`config.mk`:
```
export PLATFORM = sky130hd
export DESIGN_NAME = tick_gen
export DESIGN_NICKNAME = d
export VERILOG_FILES = /design/src/rtl/tick_gen_pkg.sv /design/src/rtl/tick_prescaler.sv /design/src/rtl/tick_gen.sv
export SDC_FILE = /design/constraint.sdc
export NUM_CORES = 1
export LEC_CHECK = 0
export BUFFER_PORTS_ARGS = -buffer_cell sky130_fd_sc_hd__buf_4
export CAP_MARGIN = 20
export CELL_PAD_IN_SITES_DETAIL_PLACEMENT = 0
export CELL_PAD_IN_SITES_GLOBAL_PLACEMENT = 1
export CORE_MARGIN = 8
export CORE_UTILIZATION = 49
export DETAILED_ROUTE_END_ITERATION = 6
export HOLD_SLACK_MARGIN = 0.08
export PLACE_DENSITY = 0.89
export SETUP_SLACK_MARGIN = 0.02
export SLEW_MARGIN = 10
export SYNTH_ARGS = -nofsm -noshare
export SYNTH_HDL_FRONTEND = slang
export SYNTH_SLANG_ARGS = --single-unit
```
`constraint.sdc`:
```
create_clock -name clk -period 5.8 [get_ports clk]
set_input_delay 0.87 -clock clk [delete_from_list [all_inputs] [get_ports clk]]
set_output_delay 0.87 -clock clk [all_outputs]
set_load 0.05 [all_outputs]
```
`src/rtl/tick_gen_pkg.sv`:
```
// Shared types and constants for the enable-tick generator.
package tick_gen_pkg;

    typedef enum logic [1:0] {
        IDLE  = 2'd0,
        RUN   = 2'd1,
        PAUSE = 2'd2
    } state_t;

    localparam int DEFAULT_DIV = 10;

endpackage

```
`src/rtl/tick_prescaler.sv`:
```
// Prescaler for tick_gen: counts clocks up to the divisor and flags the wrap edge.
// Divisor writes made while counting are staged in a shadow and take effect at the next wrap.
module tick_prescaler
    import tick_gen_pkg::*;
#(
    parameter int DIV_W   = 8,
    parameter int RST_DIV = DEFAULT_DIV
) (
    input  logic             clk,
    input  logic             rst,
    input  logic             clr,
    input  logic             hold,
    input  logic             load,
    input  logic [DIV_W-1:0] div_in,
    output logic             wrap
);

    logic [DIV_W-1:0] pre;
    logic [DIV_W-1:0] div_q;
    logic [DIV_W-1:0] div_sh;
    logic [DIV_W-1:0] div_new;
    logic             active;

    assign div_new = (div_in == '0) ? DIV_W'(1) : div_in;
    assign active  = !clr && !hold;
    // >= keeps the period bounded if the divisor shrinks while pre is frozen
    assign wrap    = (pre >= div_q - DIV_W'(1));

    always_ff @(posedge clk or posedge rst) begin
        if (rst) begin
            pre    <= '0;
            div_q  <= DIV_W'(RST_DIV);
            div_sh <= DIV_W'(RST_DIV);
        end else begin
            if (clr) begin
                pre <= '0;
            end else if (active) begin
                pre <= wrap ? '0 : pre + DIV_W'(1);
            end

            if (active) begin
                if (load) begin
                    div_sh <= div_new;
                end
                if (wrap) begin
                    div_q <= load ? div_new : div_sh;
                end
            end else if (load) begin
                div_q  <= div_new;
                div_sh <= div_new;
            end
        end
    end

endmodule

```
`src/rtl/tick_gen.sv`:
```
// Enable-tick generator feeding the up-counter: one-cycle en every div clocks under start/pause/stop/step control.
// Optional burst mode (fixed number of ticks per run, done pulse) is built when TICK_GEN_BURST_EN is defined.
//
// state | meaning
// IDLE  | prescaler cleared, step emits a single en
// RUN   | prescaler counting, en on each wrap
// PAUSE | prescaler frozen, start resumes, step emits a single en
module tick_gen #(
    parameter int DIV_W       = 8,
    parameter int DEFAULT_DIV = tick_gen_pkg::DEFAULT_DIV
`ifdef TICK_GEN_BURST_EN
    ,
    parameter int BURST_W     = 4
`endif
) (
    input  logic             clk,
    input  logic             rst,
    input  logic             start,
    input  logic             pause,
    input  logic             stop,
    input  logic             step,
    input  logic             load_div,
    input  logic [DIV_W-1:0] div_in,
    output logic             en,
    output logic             running,
    output logic             paused
`ifdef TICK_GEN_BURST_EN
    ,
    input  logic [BURST_W-1:0] burst_len,
    output logic               done
`endif
);

    import tick_gen_pkg::*;

    state_t state;
    logic   wrap;
    logic   clr;
    logic   hold;

`ifdef TICK_GEN_BURST_EN
    logic [BURST_W-1:0] bcnt;
`endif

    assign clr     = stop || (state == IDLE);
    assign hold    = (state != RUN) || (pause && !start);
    assign running = (state == RUN);
    assign paused  = (state == PAUSE);

    tick_prescaler #(
        .DIV_W   (DIV_W),
        .RST_DIV (DEFAULT_DIV)
    ) u_pre (
        .clk    (clk),
        .rst    (rst),
        .clr    (clr),
        .hold   (hold),
        .load   (load_div),
        .div_in (div_in),
        .wrap   (wrap)
    );

    always_ff @(posedge clk or posedge rst) begin
        if (rst) begin
            state <= IDLE;
            en    <= 1'b0;
`ifdef TICK_GEN_BURST_EN
            bcnt  <= '0;
            done  <= 1'b0;
`endif
        end else begin
            en <= 1'b0;
`ifdef TICK_GEN_BURST_EN
            done <= 1'b0;
`endif
            if (stop) begin
                state <= IDLE;
`ifdef TICK_GEN_BURST_EN
                bcnt  <= '0;
`endif
            end else begin
                case (state)
                    IDLE: begin
                        if (start) begin
                            state <= RUN;
`ifdef TICK_GEN_BURST_EN
                            bcnt  <= burst_len;
`endif
                        end else if (step) begin
                            en <= 1'b1;
                        end
                    end
                    RUN: begin
                        if (pause && !start) begin
                            state <= PAUSE;
                        end else if (wrap) begin
                            en <= 1'b1;
`ifdef TICK_GEN_BURST_EN
                            // zero count means free-run; never decremented
                            if (bcnt != '0) begin
                                bcnt <= bcnt - BURST_W'(1);
                                if (bcnt == BURST_W'(1)) begin
                                    state <= IDLE;
                                    done  <= 1'b1;
                                end
                            end
`endif
                        end
                    end
                    PAUSE: begin
                        if (start) begin
                            state <= RUN;
                        end else if (step) begin
                            en <= 1'b1;
                        end
                    end
                    default: state <= IDLE;
                endcase
            end
        end
    end

endmodule

```
==> metrics.md, run 1 <==
| Metric | Value |
|---|---|
| Status | `complete, no violations` |
| Hold Crit Class | `reg2reg` |
| Crit path max fanout | `9` |
| Net Count, Synth | `194` |
| Core box area | `3337 um2` |
| Final Power | `0.4019 mW` |
| Final WL | `3890 um` |
| Unrepaired setup endpoints after global routing | `false` |
| R2R setup slack | `2.83 ns` |
| Layout cells sized above 1 | `18.72%` |
| Top cell types by occurrence after synthesis | `dfrtp_1 (23), nand3_1 (11), ha_1 (10), inv_1 (9), nor2_1 (8)` |
| Worst vdd ir | `0.0001329 V` |
| Gpl congestion | `0.8196` |
| Worst slew pin tran | `0.7251 ns` |
| PortBufs | `17` |
| Latest clock arrival within the worst-skew pair | `0.33 ns` |
| Worst Hold Depth | `1` |
| Max Root-Sink Buffers | `2` |
| Post-synth top area cell | `dfrtp_1` |
| Vias per inst | `6.120` |
| Router iterations before antenna repair | `4` |
| Final hold vios | `0` |
| Antenna diodes | `0` |
| Crit path from | `u_pre.div_q[2]` |
| Antenna violations before repair | `0` |
| Crit path required time | `6.03 ns` |
| Mux contribution to synthesized area | `5.286%` |
| Total number of vias | `1426` |
| Ranking of synthesized cells by area | `dfrtp_1 (34%), ha_1 (7.3%), dfstp_2 (6.2%), mux2_2 (4.6%), o221ai_1 (3.6%)` |
| Syn-to-layout area delta | `11.97%` |
| Io pins | `18` |
| Initial core utilization | `51.07%` |
| Die Wd | `74.98 um` |
| Arrival time at the worst endpoint | `3.21 ns` |
| Crit Path Category | `reg2reg` |
| H-tree depth | `1` |
| Die area | `5621 um2` |
| ANT nets after route | `0` |
| Synth Flop Type | `dfrtp_1` |
| Tcrit/Tclk final | `51.27%` |
| Finished Cell Area | `1908 um2` |
| R2R depth | `9` |
| Fillers | `311` |
| First-pass GRT wire length | `6589 um` |
| Reg area | `680.7 um2` |
| CTS root buffer | `clkbuf_4` |
| Die extent in y | `74.98 um` |
| Worst r2r dst | `u_pre.pre[7]` |
| Pin count of the biggest net entering global routing | `28` |
| PwrDens | `210.6 nW/um2` |
| Main combinational cell family by area after synthesis | `compound AO/OA/AOI/OAI gates` |
| Endpoint type of the worst setup path | `flop` |
| # resized after CTS | `0` |
| Worst rel slew slack | `51.15%` |
| Clk sinks | `27` |
| Netlist cell types | `43` |
| DP HPWL | `2957 um` |
| Fin Setup TNS | `0 ns` |
| Mean post-synth cell area | `10.08 um2` |
| Vias in the first global route | `1463` |
| Peak Freq | `336.3 MHz` |
| Sequential area share after synthesis | `39.94%` |
| Hold endpoint | `u_pre.div_sh[6]` |
| Post-synth top area share | `33.77%` |
| Total clock buffers created by CTS | `3` |
| Worst clock skew | `0.005363 ns` |
| Max Cap Viol | `0` |
| Setup-failing EPs final | `0` |
| Synthesis warning total | `0` |
| Total Routing Usage GR | `15.01%` |
| Site Rows | `21` |
| Hold Path Origin | `u_pre.div_sh[6]` |
| DR DRC count | `0` |
| Post-synth ARST share | `100.0%` |
| XOR/XNOR share of the synthesized area | `4.112%` |
| Worst r2r src | `u_pre.div_q[2]` |
| LEAKAGE | `0.7780 nW` |
| Simple-gate area share of the yosys netlist | `19.90%` |
| Clock transition at path regs | `0.14 ns` |
| Total gr overflow | `0` |
| Post-synthesis adder-cell area fraction | `7.342%` |
| CTS Hold Bufs | `0` |
| Compound-Gate Fraction of Synth Area | `20.12%` |
| Post-Syn Area | `1704 um2` |
| Final net count | `213` |
| Max-slew violation count | `0` |
| Multi-input combinational cell area | `967.2 um2` |
| Startpoint class of the critical path | `flop` |
| CTS tree | `done` |
| Post-Syn Instances | `169` |
| DR iter-0 viols | `72` |
| Postcts setup bufs | `0` |
| Most frequent cell after synthesis | `dfrtp_1` |
| Placed cell areas | `1867 um2` |
| Post-DR wirelength/cell | `16.70 um` |
| Post-synth EDFFs | `0` |
| FF+latch count, synth | `27` |
| Fin crit period | `2.974 ns` |
==> final cells by class <==
type	instances	share of cell area (%)
Sequential cell	27	35.67
Tap cell	46	3.016
Multi-Input combinational cell	129	50.69
Clock buffer	4	1.377
Inverter	9	1.770
Timing Repair Buffer	18	7.475
==> report_power, final <==
group          internal (mW)  switching [mW]  total [mW]  leakage (nW)
logic                 0.0454          0.0536      0.0991         0.428
clock network         0.0270          0.0552      0.0822        0.0150
registers              0.206          0.0149       0.221         0.335
==> per-layer routing <==
metal / GRT usage [%] / part of all wire, % / up-vias
li1: - / - / 683
met1: 19.38 / 46 / 704
met2: 23.99 / 49 / 33
met3: 2.130 / 3.9 / 6
met4: 6.957 / 1.2 / 0
met5: 0 / 0 / -
==> how the worst max path moves through the flow <==
stage	endpoint	slack (ns)	cells past startpoint
floorplan	u_pre.pre[4]	3.14	10
global placement	u_pre.pre[7]	3.01	9
detailed placement	u_pre.pre[5]	2.89	9
CTS	u_pre.pre[7]	2.81	9
global route	u_pre.pre[5]	2.51	9
finish	u_pre.pre[7]	2.83	9
==> critical path: stages, from the launching register on <==
cell      delay, ns
dfrtp_1        0.45
nor3_1         0.27
nor3b_1        0.33
nand2_1        0.11
xor2_1         0.16
ha_1           0.30
a21oi_1        0.20
o21a_1         0.34
o21ai_0        0.35
a221oi_1       0.38
==> flip-flops by register name, summed over array words and instances (netlist names) <==
signal,cells
u_pre.div_q,8
u_pre.div_sh,8
u_pre.pre,8
state,2
en,1
==> per-stage QoR <==
step	hold slack, ns	std cells	utilization, %	setup slack [ns]
3_3_place_gp	0.4821	228	55.94	3.010
5_1_grt	0.5395	233	57.18	2.508
6_report	0.5261	233	57.18	2.826
4_1_cts	0.5306	232	56.73	2.811
3_5_place_dp	0.4982	228	55.94	2.888
2_1_floorplan	0.4712	169	-	3.144
==> cells by family (layout without fill, tap and decap cells) <==
kind of cell	count (synthesis)	after routing
buf+inv	13	31
flops	27	27
xor+xnor	8	8
compound gates	45	45
fa+ha+maj	10	10
simple gates	58	58
mux	8	8
==> layout by cell type (no fill, tap or decap), types with 3 or more instances in the layout <==
| cell type | count |
|---|---|
| a21oi_1 | 5 |
| a221oi_1 | 4 |
| a22oi_1 | 7 |
| buf_4 | 17 |
| clkbuf_4 | 3 |
| dfrtp_1 | 23 |
| dfstp_2 | 4 |
| ha_1 | 10 |
| inv_1 | 9 |
| mux2_2 | 7 |
| nand2_1 | 7 |
| nand3_1 | 11 |
| nand3b_1 | 7 |
| nor2_1 | 8 |
| nor3_1 | 5 |
| o21a_1 | 4 |
| o21ai_0 | 6 |
| o221ai_1 | 7 |
| or3_1 | 4 |
| or4_1 | 3 |
| xnor2_1 | 5 |
| xor2_1 | 3 |
Power figures use the tool's default switching activity.
==> inputs of run 2 (changes only) <==
--- a/config.mk
+++ b/config.mk
@@ -10,10 +10,10 @@
 export CELL_PAD_IN_SITES_DETAIL_PLACEMENT = 0
 export CELL_PAD_IN_SITES_GLOBAL_PLACEMENT = 1
 export CORE_MARGIN = 8
-export CORE_UTILIZATION = 49
+export CORE_UTILIZATION = 45
 export DETAILED_ROUTE_END_ITERATION = 6
 export HOLD_SLACK_MARGIN = 0.08
-export PLACE_DENSITY = 0.89
+export PLACE_DENSITY = 0.83
 export SETUP_SLACK_MARGIN = 0.02
 export SLEW_MARGIN = 10
 export SYNTH_ARGS = -nofsm -noshare
==> constraint.sdc (replaced) <==
create_clock -name clk -period 2.9 [get_ports clk]
set_input_delay 0.435 -clock clk [delete_from_list [all_inputs] [get_ports clk]]
set_output_delay 0.435 -clock clk [all_outputs]
set_load 0.05 [all_outputs]
==> run 2 against run 1 <==
  * Critical path depth is 1 higher
  * Global-route usage is 2.1 points lower
  * Cell area is 4.3% higher
  * Core utilization is 2.8 points lower
  * First-iteration DRC count is 78% higher
  * Die area is 7.0% higher
  * Register-to-register slack worse by 2.6 ns
  * Sequential share of layout area is 1.5 points lower
  * Count of clock-buffer cells in the layout stayed put
  * Clock power grew to 2.7 times the previous value
==> metrics.md, run 2 (synthesis results as in run 1) <==
| Metric | Value |
|---|---|
| Die Wd | `77.54 um (+3.4%)` |
| Fin crit period | `2.674 ns (-0.2994 ns)` |
| Total clock buffers created by CTS | `3 (unchanged)` |
| Worst clock skew | `0.001470 ns (-0.003893 ns)` |
| Max-slew violation count | `0 (unchanged)` |
| Layout cells sized above 1 | `20.94% (+2.2 points)` |
| ANT nets after route | `0 (unchanged)` |
| Vias in the first global route | `1383 (-5.5%)` |
| Unrepaired setup endpoints after global routing | `false` |
| Crit-path max cell delay | `0.43 ns (-0.02 ns)` |
| CTS root buffer | `clkbuf_8` |
| DP HPWL | `2921 um (-1.2%)` |
| Antenna violations before repair | `0 (unchanged)` |
| Endpoint type of the worst setup path | `flop` |
| Commonest non-fill, non-tap cell in the layout | `dfrtp_1` |
| Max Cap Viol | `0 (unchanged)` |
| Gpl congestion | `0.8642 (+5.4%)` |
| Core box area | `3661 um2 (+9.7%)` |
| Startpoint class of the critical path | `flop` |
| Clk sinks | `27 (unchanged)` |
| Fin Setup TNS | `0 ns (unchanged)` |
| CP Cell Sequence | `nor3_1 > nor3b_2 > nand2_1 > xor2_1 > ha_1 > nand2_1 > o21ai_0 > a211oi_4 > buf_12 > mux2_1` |
| Fillers | `334 (+7.4%)` |
| Final WL | `3969 um (+2.0%)` |
| Die area | `6012 um2 (+7.0%)` |
| Final net count | `217 (+1.9%)` |
| Status | `complete, no violations` |
| R2R setup slack | `0.23 ns (-2.60 ns)` |
| Worst slew pin tran | `0.6659 ns (-0.05917 ns)` |
| Peak Freq | `373.9 MHz (+11%)` |
| Hold Slack | `0.1118 ns (-0.4143 ns)` |
| Total Routing Usage GR | `12.91% (-2.1 points)` |
| LEAKAGE | `0.8163 nW (+4.9%)` |
| Crit path required time | `3.06 ns (-2.97 ns)` |
| Reg area | `680.7 um2 (unchanged)` |
| Syn-to-layout area delta | `16.74%` |
| Pin count of the biggest net entering global routing | `28 (unchanged)` |
| First-pass GRT wire length | `6423 um (-2.5%)` |
| Vias per inst | `6.038 (-1.3%)` |
| Latest clock arrival within the worst-skew pair | `0.27 ns (-0.06 ns)` |
| Worst vdd ir | `0.0002791 V (+110%)` |
| Max Root-Sink Buffers | `2 (unchanged)` |
| CTS Hold Bufs | `0 (unchanged)` |
| Tcrit/Tclk final | `92.21% (+41 points)` |
| DR DRC count | `0 (unchanged)` |
| Router iterations before antenna repair | `4 (unchanged)` |
| Clock transition at path regs | `0.09 ns (-0.05 ns)` |
| Initial core utilization | `46.55% (-4.5 points)` |
| Hold Crit Class | `in2async` |
| Cell mode on critical path | `nand2_1` |
| Final hold vios | `0 (unchanged)` |
| Arrival time at the worst endpoint | `2.84 ns (-0.37 ns)` |
| PortBufs | `17 (unchanged)` |
| DR iter-0 viols | `128 (+78%)` |
| Multi-input combinational cell area | `972.2 um2 (+0.52%)` |
| Crit Path Category | `reg2reg` |
| Die extent in y | `77.54 um (+3.4%)` |
| Top flop regs | `u_pre.div_q x8, u_pre.div_sh x8, u_pre.pre x8` |
| R2R depth | `10 (+1)` |
| Worst rel slew slack | `55.44% (+4.3 points)` |
| Post-DR wirelength/cell | `16.61 um (-0.53%)` |
| Site Rows | `22 (+4.8%)` |
| Crit path max fanout | `10 (+1)` |
| Io pins | `18 (unchanged)` |
| PwrDens | `437.2 nW/um2 (+110%)` |
| CP max-delay cell | `dfrtp_1` |
| CTS tree | `done` |
| Antenna diodes | `0 (unchanged)` |
| H-tree depth | `1 (unchanged)` |
| Commonest cells after routing, fill and taps aside | `dfrtp_1 (23), buf_4 (20), nand3_1 (11)` |
| Setup-failing EPs final | `0 (unchanged)` |
| Total gr overflow | `0 (unchanged)` |
| Total number of vias | `1443 (+1.2%)` |
==> run 2: changes by cell type in the layout (fill, tap and decap cells not counted) <==
cell / previous run / this run
nor3b_1: 1 / 0
buf_8: 1 / 0
buf_12: 0 / 1
clkbuf_4: 3 / 0
clkbuf_8: 0 / 3
buf_4: 17 / 20
buf_16: 0 / 1
nor3b_2: 0 / 1
==> run 2: cell type report <==
class                   instances  share of cell area [%]
flip-flops and latches         27                   34.21
inverters                       9                   1.698
well taps                      48                   3.019
repair buffers                 22                   9.937
clock buffers                   4                   2.264
multi-input cells             129                   48.87
==> run 2: worst paths after layout <==
kind                                   end            start
hold / removal                          en              rst
setup / recovery              u_pre.pre[0]   u_pre.div_q[2]
min in group clk                        en             stop
max in group asynchronous  u_pre.div_sh[3]              rst
setup reg to reg              u_pre.pre[0]   u_pre.div_q[2]
hold reg to reg            u_pre.div_sh[0]  u_pre.div_sh[0]
==> run 2: critical path, delay by kind of cell, from the launching register on <==
family / cells / cell delay, ns
AND/OR/NAND/NOR: 4 / 0.74
AO/OA/AOI/OAI: 2 / 0.50
flip-flops: 1 / 0.43
adder cells (fa/ha/maj): 1 / 0.30
multiplexers: 1 / 0.28
buffers and inverters: 1 / 0.16
XOR/XNOR: 1 / 0.15
==> run 2: what timing repair did <==
action,in CTS,in global routing
buffers inserted,0,1
endpoints found under the setup margin,0,13
gates resized for setup,0,1
==> run 2: power by group <==
group	internal, mW	switching [mW]	total, mW
Clock	0.0986	0.119	0.218
Combinational	0.0980	0.113	0.211
Sequential	0.411	0.0301	0.441
Total	0.608	0.262	0.870
==> run 2: through the flow <==
| stage | cell area, um2 | total power, mW | instances | setup slack (ns) | utilization [%] |
|---|---|---|---|---|---|
| global route | 1989 | 0.9210 | 239 | 0.02877 | 54.34 |
| global placement | 1892 | 0.6378 | 233 | 0.2672 | 51.67 |
| CTS | 1937 | 0.8670 | 237 | 0.05734 | 52.91 |
| detailed placement | 1892 | 0.6497 | 233 | 0.09101 | 51.67 |
| floorplan | 1704 | 0.5850 | 169 | 0.2445 | - |
| finish | 1989 | 0.8697 | 239 | 0.2258 | 54.34 |
==> run 2: per-layer routing <==
layer | GRT usage [%] | wire (um) | vias up
li1 | - | - | 693
met1 | 16.64 | 1774 | 693
met2 | 20.89 | 1946 | 48
met3 | 2.765 | 184 | 9
met4 | 4.340 | 63 | 0
met5 | 0 | 0 | -
